**config.mk**
```make
export PLATFORM = sky130hd
export DESIGN_NAME = jtframe_db15_reader
export DESIGN_NICKNAME = d
export VERILOG_FILES = /design/src/rtl/jtframe_db15_pkg.sv /design/src/rtl/jtframe_sync2.sv /design/src/rtl/jtframe_db15_reader.sv
export SDC_FILE = /design/constraint.sdc
export NUM_CORES = 1
export LEC_CHECK = 0
export BUFFER_PORTS_ARGS = -buffer_cell sky130_fd_sc_hd__buf_4
export CAP_MARGIN = 30
export CORE_MARGIN = 3
export CORE_UTILIZATION = 55
export DETAILED_ROUTE_END_ITERATION = 10
export MAX_ROUTING_LAYER = met4
export PLACE_DENSITY = 0.74
export SYNTH_ARGS = -nofsm -noshare
export SYNTH_HDL_FRONTEND = slang
export SYNTH_SLANG_ARGS = --single-unit
```
**constraint.sdc**
```tcl
create_clock -name clk_sys -period 2.6 [get_ports clk_sys]
set_input_delay 0.39 -clock clk_sys [delete_from_list [all_inputs] [get_ports clk_sys]]
set_output_delay 0.39 -clock clk_sys [all_outputs]
set_load 0.005 [all_outputs]
```
**src/rtl/jtframe_db15_pkg.sv**
```systemverilog
// Shared types and constants for the DB15 arcade-stick adapter reader.
package jtframe_db15_pkg;

  // Poll sequencer states. Explicit encodings keep the state register
  // readable in waveforms and stable across tool versions.
  typedef enum logic [2:0] {
    IDLE  = 3'd0,
    LOAD  = 3'd1,
    LOW   = 3'd2,
    HIGH  = 3'd3,
    CHECK = 3'd4
  } db15_st_t;

  // Number of clk_sys cycles left in the JOY_CLK low half (including the
  // sampling cycle) when a bit is captured. This leaves room for the
  // synchroniser latency and still lands before the rising edge.
  localparam int SAMPLE_AT = 3;

  // Serial bits that belong to one player.
  localparam int P1_BITS = 12;

  // Widens one player's 12 button/direction bits into a 16-bit joystick word.
  function automatic logic [15:0] joy_word(input logic [P1_BITS-1:0] bits);
    return {4'b0000, bits};
  endfunction

endpackage

```
**src/rtl/jtframe_sync2.sv**
```systemverilog
// Two-flop synchroniser for a single asynchronous input bit.
module jtframe_sync2 #(
  parameter logic RST_VAL = 1'b1
) (
  input  logic clk,
  input  logic rst_n,
  input  logic d,
  output logic q
);

  logic meta_r;
  logic q_r;

  // Two back-to-back flops give the first stage a full cycle to settle.
  always_ff @(posedge clk or negedge rst_n) begin
    if (!rst_n) begin
      meta_r <= RST_VAL;
      q_r    <= RST_VAL;
    end else begin
      meta_r <= d;
      q_r    <= meta_r;
    end
  end

  assign q = q_r;

endmodule

```
**src/rtl/jtframe_db15_reader.sv**
```systemverilog
// Polls a 74HC165 DB15 adapter chain, reads CHAIN_BITS serial bits per frame
// and publishes the two joystick words once two consecutive frames agree.
// Player 1 uses serial bits [11:0], player 2 uses bits [23:12].
module jtframe_db15_reader
  import jtframe_db15_pkg::*;
#(
  parameter int CLK_DIV    = 24,
  parameter int POLL_GAP   = 48000,
  parameter int CHAIN_BITS = 24
) (
  input  logic        clk_sys,
  input  logic        rst_n,
  input  logic        enable,
  output logic        JOY_CLK,
  output logic        JOY_LOAD,
  input  logic        JOY_DATA,
  output logic [15:0] joystick1,
  output logic [15:0] joystick2,
  output logic        frame_done
);

  localparam int TW = (CLK_DIV > 1) ? $clog2(CLK_DIV) : 1;
  localparam int GW = (POLL_GAP > 1) ? $clog2(POLL_GAP) : 1;

  localparam logic [TW-1:0] TMR_RELOAD = TW'(CLK_DIV - 1);
  localparam logic [TW-1:0] TMR_SAMPLE = TW'(SAMPLE_AT - 1);
  localparam logic [TW-1:0] TMR_ZERO   = {TW{1'b0}};
  localparam logic [GW-1:0] GAP_LAST   = GW'(POLL_GAP - 1);
  localparam logic [GW-1:0] GAP_ZERO   = {GW{1'b0}};
  localparam logic [4:0]    BIT_LAST   = 5'(CHAIN_BITS - 1);

  db15_st_t              st_r;
  logic [TW-1:0]         timer_r;
  logic [GW-1:0]         gap_r;
  logic [4:0]            bit_r;
  logic [CHAIN_BITS-1:0] shreg_r;
  logic [CHAIN_BITS-1:0] prev_r;
  logic                  prev_ok_r;
  logic                  joy_clk_r;
  logic                  joy_load_r;
  logic [15:0]           joy1_r;
  logic [15:0]           joy2_r;
  logic                  done_r;

  logic                  data_sync_s;
  logic                  timer_run_s;
  logic                  tick_s;
  logic                  sample_s;

  jtframe_sync2 #(
    .RST_VAL (1'b1)
  ) u_sync (
    .clk   (clk_sys),
    .rst_n (rst_n),
    .d     (JOY_DATA),
    .q     (data_sync_s)
  );

  // Half-period timer enable, end-of-half-period tick and bit sample strobe.
  always_comb begin
    timer_run_s = 1'b0;
    case (st_r)
      LOAD, LOW, HIGH: timer_run_s = 1'b1;
      default:         timer_run_s = 1'b0;
    endcase
    tick_s   = timer_run_s && (timer_r == TMR_ZERO);
    sample_s = (st_r == LOW) && (timer_r == TMR_SAMPLE);
  end

  // Half-period timer: parked at its reload value outside the shift phases
  // so every LOAD starts a full half-period.
  always_ff @(posedge clk_sys or negedge rst_n) begin
    if (!rst_n) begin
      timer_r <= TMR_RELOAD;
    end else if (!timer_run_s || tick_s) begin
      timer_r <= TMR_RELOAD;
    end else begin
      timer_r <= timer_r - TW'(1);
    end
  end

  // Poll sequencer: gap timing, load strobe, shift clock and bit counter.
  always_ff @(posedge clk_sys or negedge rst_n) begin
    if (!rst_n) begin
      st_r       <= IDLE;
      gap_r      <= GAP_ZERO;
      bit_r      <= 5'd0;
      joy_clk_r  <= 1'b1;
      joy_load_r <= 1'b1;
    end else begin
      case (st_r)
        IDLE: begin
          // Holding the gap at zero while disabled makes a re-enable
          // always wait a full gap before the next load.
          if (!enable) begin
            gap_r <= GAP_ZERO;
          end else if (gap_r == GAP_LAST) begin
            gap_r      <= GAP_ZERO;
            joy_load_r <= 1'b0;
            st_r       <= LOAD;
          end else begin
            gap_r <= gap_r + GW'(1);
          end
        end
        LOAD: begin
          if (tick_s) begin
            joy_load_r <= 1'b1;
            joy_clk_r  <= 1'b0;
            bit_r      <= 5'd0;
            st_r       <= LOW;
          end
        end
        LOW: begin
          if (tick_s) begin
            joy_clk_r <= 1'b1;
            st_r      <= HIGH;
          end
        end
        HIGH: begin
          if (tick_s) begin
            if (bit_r == BIT_LAST) begin
              st_r <= CHECK;
            end else begin
              bit_r     <= bit_r + 5'd1;
              joy_clk_r <= 1'b0;
              st_r      <= LOW;
            end
          end
        end
        CHECK: begin
          st_r <= IDLE;
        end
        default: begin
          st_r       <= IDLE;
          gap_r      <= GAP_ZERO;
          bit_r      <= 5'd0;
          joy_clk_r  <= 1'b1;
          joy_load_r <= 1'b1;
        end
      endcase
    end
  end

  // Shift register: captures the current bit (inverted, inputs are active
  // low) once per JOY_CLK low half.
  always_ff @(posedge clk_sys or negedge rst_n) begin
    if (!rst_n) begin
      shreg_r <= {CHAIN_BITS{1'b0}};
    end else if (sample_s) begin
      shreg_r[bit_r] <= ~data_sync_s;
    end
  end

  // Glitch filter: publish a frame only when it equals the previous one.
  // History is dropped while idle and disabled, so after a re-enable two
  // fresh frames are needed before the outputs move again.
  always_ff @(posedge clk_sys or negedge rst_n) begin
    if (!rst_n) begin
      prev_r    <= {CHAIN_BITS{1'b0}};
      prev_ok_r <= 1'b0;
      joy1_r    <= 16'h0000;
      joy2_r    <= 16'h0000;
      done_r    <= 1'b0;
    end else begin
      done_r <= 1'b0;
      if (st_r == CHECK) begin
        prev_r    <= shreg_r;
        prev_ok_r <= 1'b1;
        if (prev_ok_r && (shreg_r == prev_r)) begin
          joy1_r <= joy_word(shreg_r[P1_BITS-1:0]);
          joy2_r <= joy_word(shreg_r[2*P1_BITS-1:P1_BITS]);
          done_r <= 1'b1;
        end
      end else if ((st_r == IDLE) && !enable) begin
        prev_ok_r <= 1'b0;
      end
    end
  end

  assign JOY_CLK    = joy_clk_r;
  assign JOY_LOAD   = joy_load_r;
  assign joystick1  = joy1_r;
  assign joystick2  = joy2_r;
  assign frame_done = done_r;

endmodule

```
After elaboration in Yosys (flattened, before gate mapping). Index checks and enable logic that the tools add are counted.

Bits in registers: 107. Bits in read-only memories: 0. Input port bits: 4. Bits in latches: 0. RAM bits: 0. Memories: 0. Output and inout bits: 35. Word-level logic and storage cells: 89.

Shifts and indexed selects: 0. Magnitude comparators: 2. Reduce and logical (&&, ||, !) cells: 21. Divide/modulo/power cells: 0. Multipliers: 0. $add $sub $neg: 3. Bitwise operators: 4. Muxes and demuxes: 31. Equal/unequal tests: 14.

Operator list (count): $mux W16 (2); $pmux W16 S2 (1); $bwmux W24 (1); $eq A24 B24 Y1 (1); $mux W5 (4); $mux W3 (6); $add A16 B1 Y16 const B (1); $eq A16 B16 Y1 const B (1); $pmux W5 S3 (1); $mux W1 (12); $ne A2 B2 Y1 const B (6); $pmux W3 S4 (1); $reduce_and A5 Y1 (2); $reduce_or A3 Y1 (3); $reduce_and A4 Y1 (2); $eq A3 B2 Y1 const B (2); $lt A5 B6 Y1 const B (1); $add A5 B1 Y5 const B (1); $demux W1 S5 (1); $eq A5 B2 Y1 const B (1); $eq A5 B5 Y1 const B (1); $ge A5 B1 Y1 const B (1); $logic_and A1 B1 Y1 (5); $logic_not A5 Y1 (1); other kinds (13) (17).

Depth between registers and ports, before layout.
Depth in word-level cells: 6. Mapped depth: 7. Depth with buffers taken out: 7.

Hierarchy. Synthesis repeated with hierarchy kept, for this count alone.

Cell total of the unflattened synthesis: 480. Area, all modules: 4966.0 um2.

By module, submodules not included: jtframe_db15_reader (seq. area each 2635.0 um2, area each 4913.5 um2, instances 1, cells each 478); jtframe_sync2 (seq. area each 52.6 um2, area each 52.6 um2, instances 1, cells each 2).

Least setup slack after synthesis. OpenSTA, ideal clock, no wires.

Path type: flip-flop to flip-flop. Start point: register st_r[0]. End point: register joy1_r[0], in the netlist joystick1[0]. Arrival time: 1685 ps. Setup time: 128 ps. Slack: 787 ps. Clock period less this slack: 1813 ps. Buffers on the path: 1. Data required time: 2472 ps. Cell stages (with the launch flop): 7. Cells stage by stage: dfrtp_1 > nor2_2 > nand2_2 > nor4_2 > nand3_2 > buf_2 > mux2_1.

Cells in the longest elaborated chain, start to end: 2.

RTL lines: from (decl) (line jtframe_db15_reader.sv:32) `db15_st_t st_r;`; from (signal assigned) (line jtframe_db15_reader.sv:85) `st_r <= IDLE;`; from (signal assigned) (line jtframe_db15_reader.sv:100) `st_r <= LOAD;`; from (signal assigned) (line jtframe_db15_reader.sv:110) `st_r <= LOW;`; $eq A3 B3 Y1 (line jtframe_db15_reader.sv:166) `if (st_r == CHECK) begin`; $reduce_and A2 Y1 (no source line); to (signal assigned) (line jtframe_db15_reader.sv:170) `joy1_r <= joy_word(shreg_r[P1_BITS-1:0]);`; to (decl) (line jtframe_db15_reader.sv:41) `logic [15:0] joy1_r;`.

No other way between the ends. A chain may end at the register's enable or synchronous reset.

Worst setup path after layout.
Start point: register shreg_r[17]. End point: register joy1_r[3], in the netlist joystick1[3].

Cells in the longest elaborated chain, start to end: 3.

RTL lines: from (decl) (line jtframe_db15_reader.sv:36) `logic [CHAIN_BITS-1:0] shreg_r;`; from (signal assigned) (line jtframe_db15_reader.sv:148) `shreg_r <= {CHAIN_BITS{1'b0}};`; from (signal, indexed assignment) (line jtframe_db15_reader.sv:150) `shreg_r[bit_r] <= ~data_sync_s;`; $eq A24 B24 Y1 (line jtframe_db15_reader.sv:169) `if (prev_ok_r && (shreg_r == prev_r)) begin`; $logic_and A1 B1 Y1 (line jtframe_db15_reader.sv:169); $reduce_and A2 Y1 (no source line).

No other way between the ends.

==> flow_summary_export.csv <==
group,metric,value,unit
outcome,status,"finished, final reports clean",
timing,fmax,465,MHz
placed_design,dp_cells,604,
final_layout,drive_gt1_share,14.8,%
global_routing,grt_max_degree,58,
cts,clk_path_buf_depth,2,
floorplan,dieWidth,101,um
setup_path,critical_path_depth,6,
timing,clock_skew,16.7,ps
routing,dr.pass1.iters,4,
pwr,p_comb_share,1.7,%
synth,syn_area,0.00497,mm2
setup_path,cp_data_required_time,2850,ps
synth,ys.warnings.count,0,
pwr,switching_power,0.634,mW
final_layout,num-fill-cells,708,
global_routing,track_usage,20.5,%
synth,synthFlopType,"dfrtp_1",
global_routing,grt_pass1_vias,3288,
placed_design,hpwl,6.55,mm
pwr,p_leak,2.66,nW
final_layout,nNetsFinal,520,
synth,synth_edf_count,0,
setup_path,cp_top_family,"simple AND/OR/NAND/NOR gates",
timing,final-hold-violation-count,0,
placed_design,gp_congestion,0.856,
routing,drt_iter0_drc,164,
setup_path,criticalPathCategory,"reg -> reg",
synth,ys_ff_latch,107,
timing,tightest_slew,593,ps
global_routing,overflow,0,
setup_path,r2r_cells,6,
min_path,min_path_type,"in -> reg",
pwr,power_density,487,mW/mm2
pwr,sw_frac_of_total,23.7,%
setup_path,worst_setup_path_start_kind,"register",
min_path,hold_depth,1,
timing,drv_slew,0,
floorplan,num_rows,34,
placed_design,port_buffers,30,
floorplan,io_pins,39,
cts,cts_sinks,107,
cts,post_cts_resized,0,
setup_path,slowest_delay,430,ps
final_layout,diodes,0,
routing,vias,3427,
floorplan,floorplan.initialDensity,56.7,%
synth,synthArstFlopShare,100,%
job,drv_cap,0,
routing,wl,9.39,mm
setup_path,endpoint_kind,"register",
synth,synth_cell_types,49,
cts,h-tree-depth,3,
setup_path,critPathBufInv,1,
timing,tns,0,ps
pwr,intPower,2.04,mW
timing,rsz0062_at_grt,"no",
setup_path,crit_path_cell_trace,"xor2_1 > nor4_1 > and3_1 > nand3_2 > buf_12 > mux2_1",
pwr,p_seq_share,62.6,%
routing,wire_per_inst,15.1,um
final_layout,final_cells,621,
floorplan,coreArea,0.00876,mm2
synth,postSynthAreaPerCell,10.3,um2
cts,root_buffer,"clkbuf_8",
timing,final.period_utilization,82.7,%
cts,cts_buffers,9,
pwr,peakVddDrop,0.344,mV
routing,vias_per_cell,5.52,
cts,cts_tree,"yes",
timing,setup_viol,0,
final_layout,syn_to_final_growth,10.7,%
cts,cts.clk_slew.worst_paths,100,ps
pwr,pwr-share-clk,35.7,%
timing,slew_headroom,60.3,%
setup_path,crit_slowest_cell,"dfrtp_1",
setup_path,crit_path_max_fanout,16,
routing,drtAntennaViolNets,0,
cts,clk_latency,370,ps
timing,min_period,2150,ps
routing,drc,0,
global_routing,grt_antenna_before_repair,0,
floorplan,dieArea,0.0102,mm2
synth,synth_seq_area_share,54.1,%
synth,netlist_instances,480,
setup_path,worstPathArrival,2400,ps
global_routing,grt_first_pass_wirelength,16.1,mm
floorplan,die_h,101,um
logic make-up after synthesis:
logic type	count (synthesis)	synth area share, %
buffers and inverters	39	3.73
AOI/OAI and AO/OA	80	9.68
muxes	24	5.44
DFF	107	54.1
xor gates and xnor gates	42	7.41
adders and majority gates	8	2.02
other	1	0.0755
and+or+nand+nor	179	17.5
metal layers:
| metal | track usage [%] | vias to the layer above | routed length, um |
|---|---|---|---|
| met3 | 4.43 | 6 | 438 |
| met1 | 26.4 | 1655 | 4210 |
| met2 | 33.6 | 72 | 4670 |
| met5 | - | - | 0 |
| li1 | - | 1694 | - |
| met4 | 4.29 | 0 | 69 |
Yosys cell counts (3+ instances only):
| cell | n | area, um2 |
|---|---|---|
| xor2_1 | 16 | 140 |
| a31oi_1 | 23 | 144 |
| nand4_1 | 10 | 62.6 |
| and2_1 | 9 | 56.3 |
| nor3_1 | 6 | 30.0 |
| xnor2_1 | 26 | 228 |
| a21oi_1 | 33 | 165 |
| nor2_1 | 27 | 101 |
| inv_1 | 7 | 26.3 |
| o21ai_0 | 12 | 60.1 |
| nand2_1 | 85 | 319 |
| mux2_2 | 4 | 45.0 |
| nor3b_1 | 4 | 30.0 |
| nor4_1 | 3 | 18.8 |
| clkbuf_1 | 16 | 60.1 |
| buf_4 | 8 | 60.1 |
| dfstp_2 | 8 | 210 |
| mux2_1 | 20 | 225 |
| nand3_1 | 10 | 50.1 |
| ha_1 | 8 | 100 |
| and3_1 | 6 | 37.5 |
| dfrtp_1 | 99 | 2480 |
| buf_2 | 7 | 35.0 |
| nor2b_1 | 4 | 25.0 |
per-stage QoR:
step | area (um2) | hold WS (ps) | power (mW) | util [%] | worst slack (ps)
2_1_floorplan | 4990 | 94.4 | 1.72 | - | 787
3_3_place_gp | 5300 | 239 | 1.75 | 60.5 | 484
3_5_place_dp | 5300 | 238 | 1.75 | 60.5 | 429
4_1_cts | 5500 | 106 | 2.70 | 62.7 | 411
5_1_grt | 5500 | 106 | 2.78 | 62.7 | 315
6_report | 5500 | 127 | 2.68 | 62.7 | 449
repair_timing:
item | CTS | global route
hold buffers | 1 | 0
setup buffers | 0 | 0
setup endpoints to repair | 0 | 0
endpoints found under the hold margin | 9 | 0
placed cells by master (no fill, tap or decap), types with 4 or more instances in the layout:
cell type	count
clkbuf_8	9
mux2_2	4
dfrtp_1	99
o21ai_0	12
nand2_1	85
xor2_1	16
dfstp_2	8
a21oi_1	33
xnor2_1	26
ha_1	8
inv_1	7
nor3b_1	4
nor3_1	6
mux2_1	20
conb_1	8
nand4_1	10
nor2_1	27
nand3_1	10
and3_1	6
nor2b_1	4
and2_1	9
buf_4	39
a31oi_1	23
power by group through the flow:
stage / combinational [mW] / clock [mW] / sequential (mW)
floorplan: 0.0177 / 0 / 1.70
global placement: 0.0468 / 0 / 1.71
CTS: 0.0485 / 0.981 / 1.67
finish: 0.0458 / 0.957 / 1.67
global route: 0.0543 / 1.05 / 1.68
detailed placement: 0.0475 / 0 / 1.71
sequential cells by signal (all words and copies together), names as in the netlist:
signal and flops:
prev_r 24, shreg_r 24, gap_r 16, joystick1 12, joystick2 12, bit_r 5, timer_r 5, st_r 3
JOY_CLK 1, JOY_LOAD 1, frame_done 1, prev_ok_r 1, u_sync.meta_r 1, u_sync.q 1
worst register-to-register path, cell delays in order (launching register included):
cell and delay (ps):
dfrtp_1 430, xor2_1 160, nor4_1 360, and3_1 240
nand3_2 260, buf_12 260, mux2_1 330
final cells by class:
| cell class | count | area, um2 | share of cell area, % |
|---|---|---|---|
| flip-flops and latches | 107 | 2690 | 48.9 |
| multi-input cells | 341 | 2120 | 38.6 |
| repair buffers | 42 | 343 | 6.24 |
| well taps | 108 | 135 | 2.46 |
| clock buffers | 9 | 124 | 2.25 |
| clock inverters | 7 | 61.3 | 1.12 |
| inverters | 7 | 26.3 | 0.478 |
worst paths after layout:
check                                        start  slack, ps                        end
min                                       JOY_DATA        130    u_sync.meta_r$_DFF_PN1_
max reg2reg                shreg_r[17]$_DFFE_PN0P_        450   joystick1[3]$_DFFE_PN0P_
max in group asynchronous                    rst_n       1470    u_sync.meta_r$_DFF_PN1_
min reg2reg                u_sync.meta_r$_DFF_PN1_        370         u_sync.q$_DFF_PN1_
max                        shreg_r[17]$_DFFE_PN0P_        450   joystick1[3]$_DFFE_PN0P_
min in group asynchronous                    rst_n        390  joystick2[10]$_DFFE_PN0P_
Power figures use the tool's default switching activity.
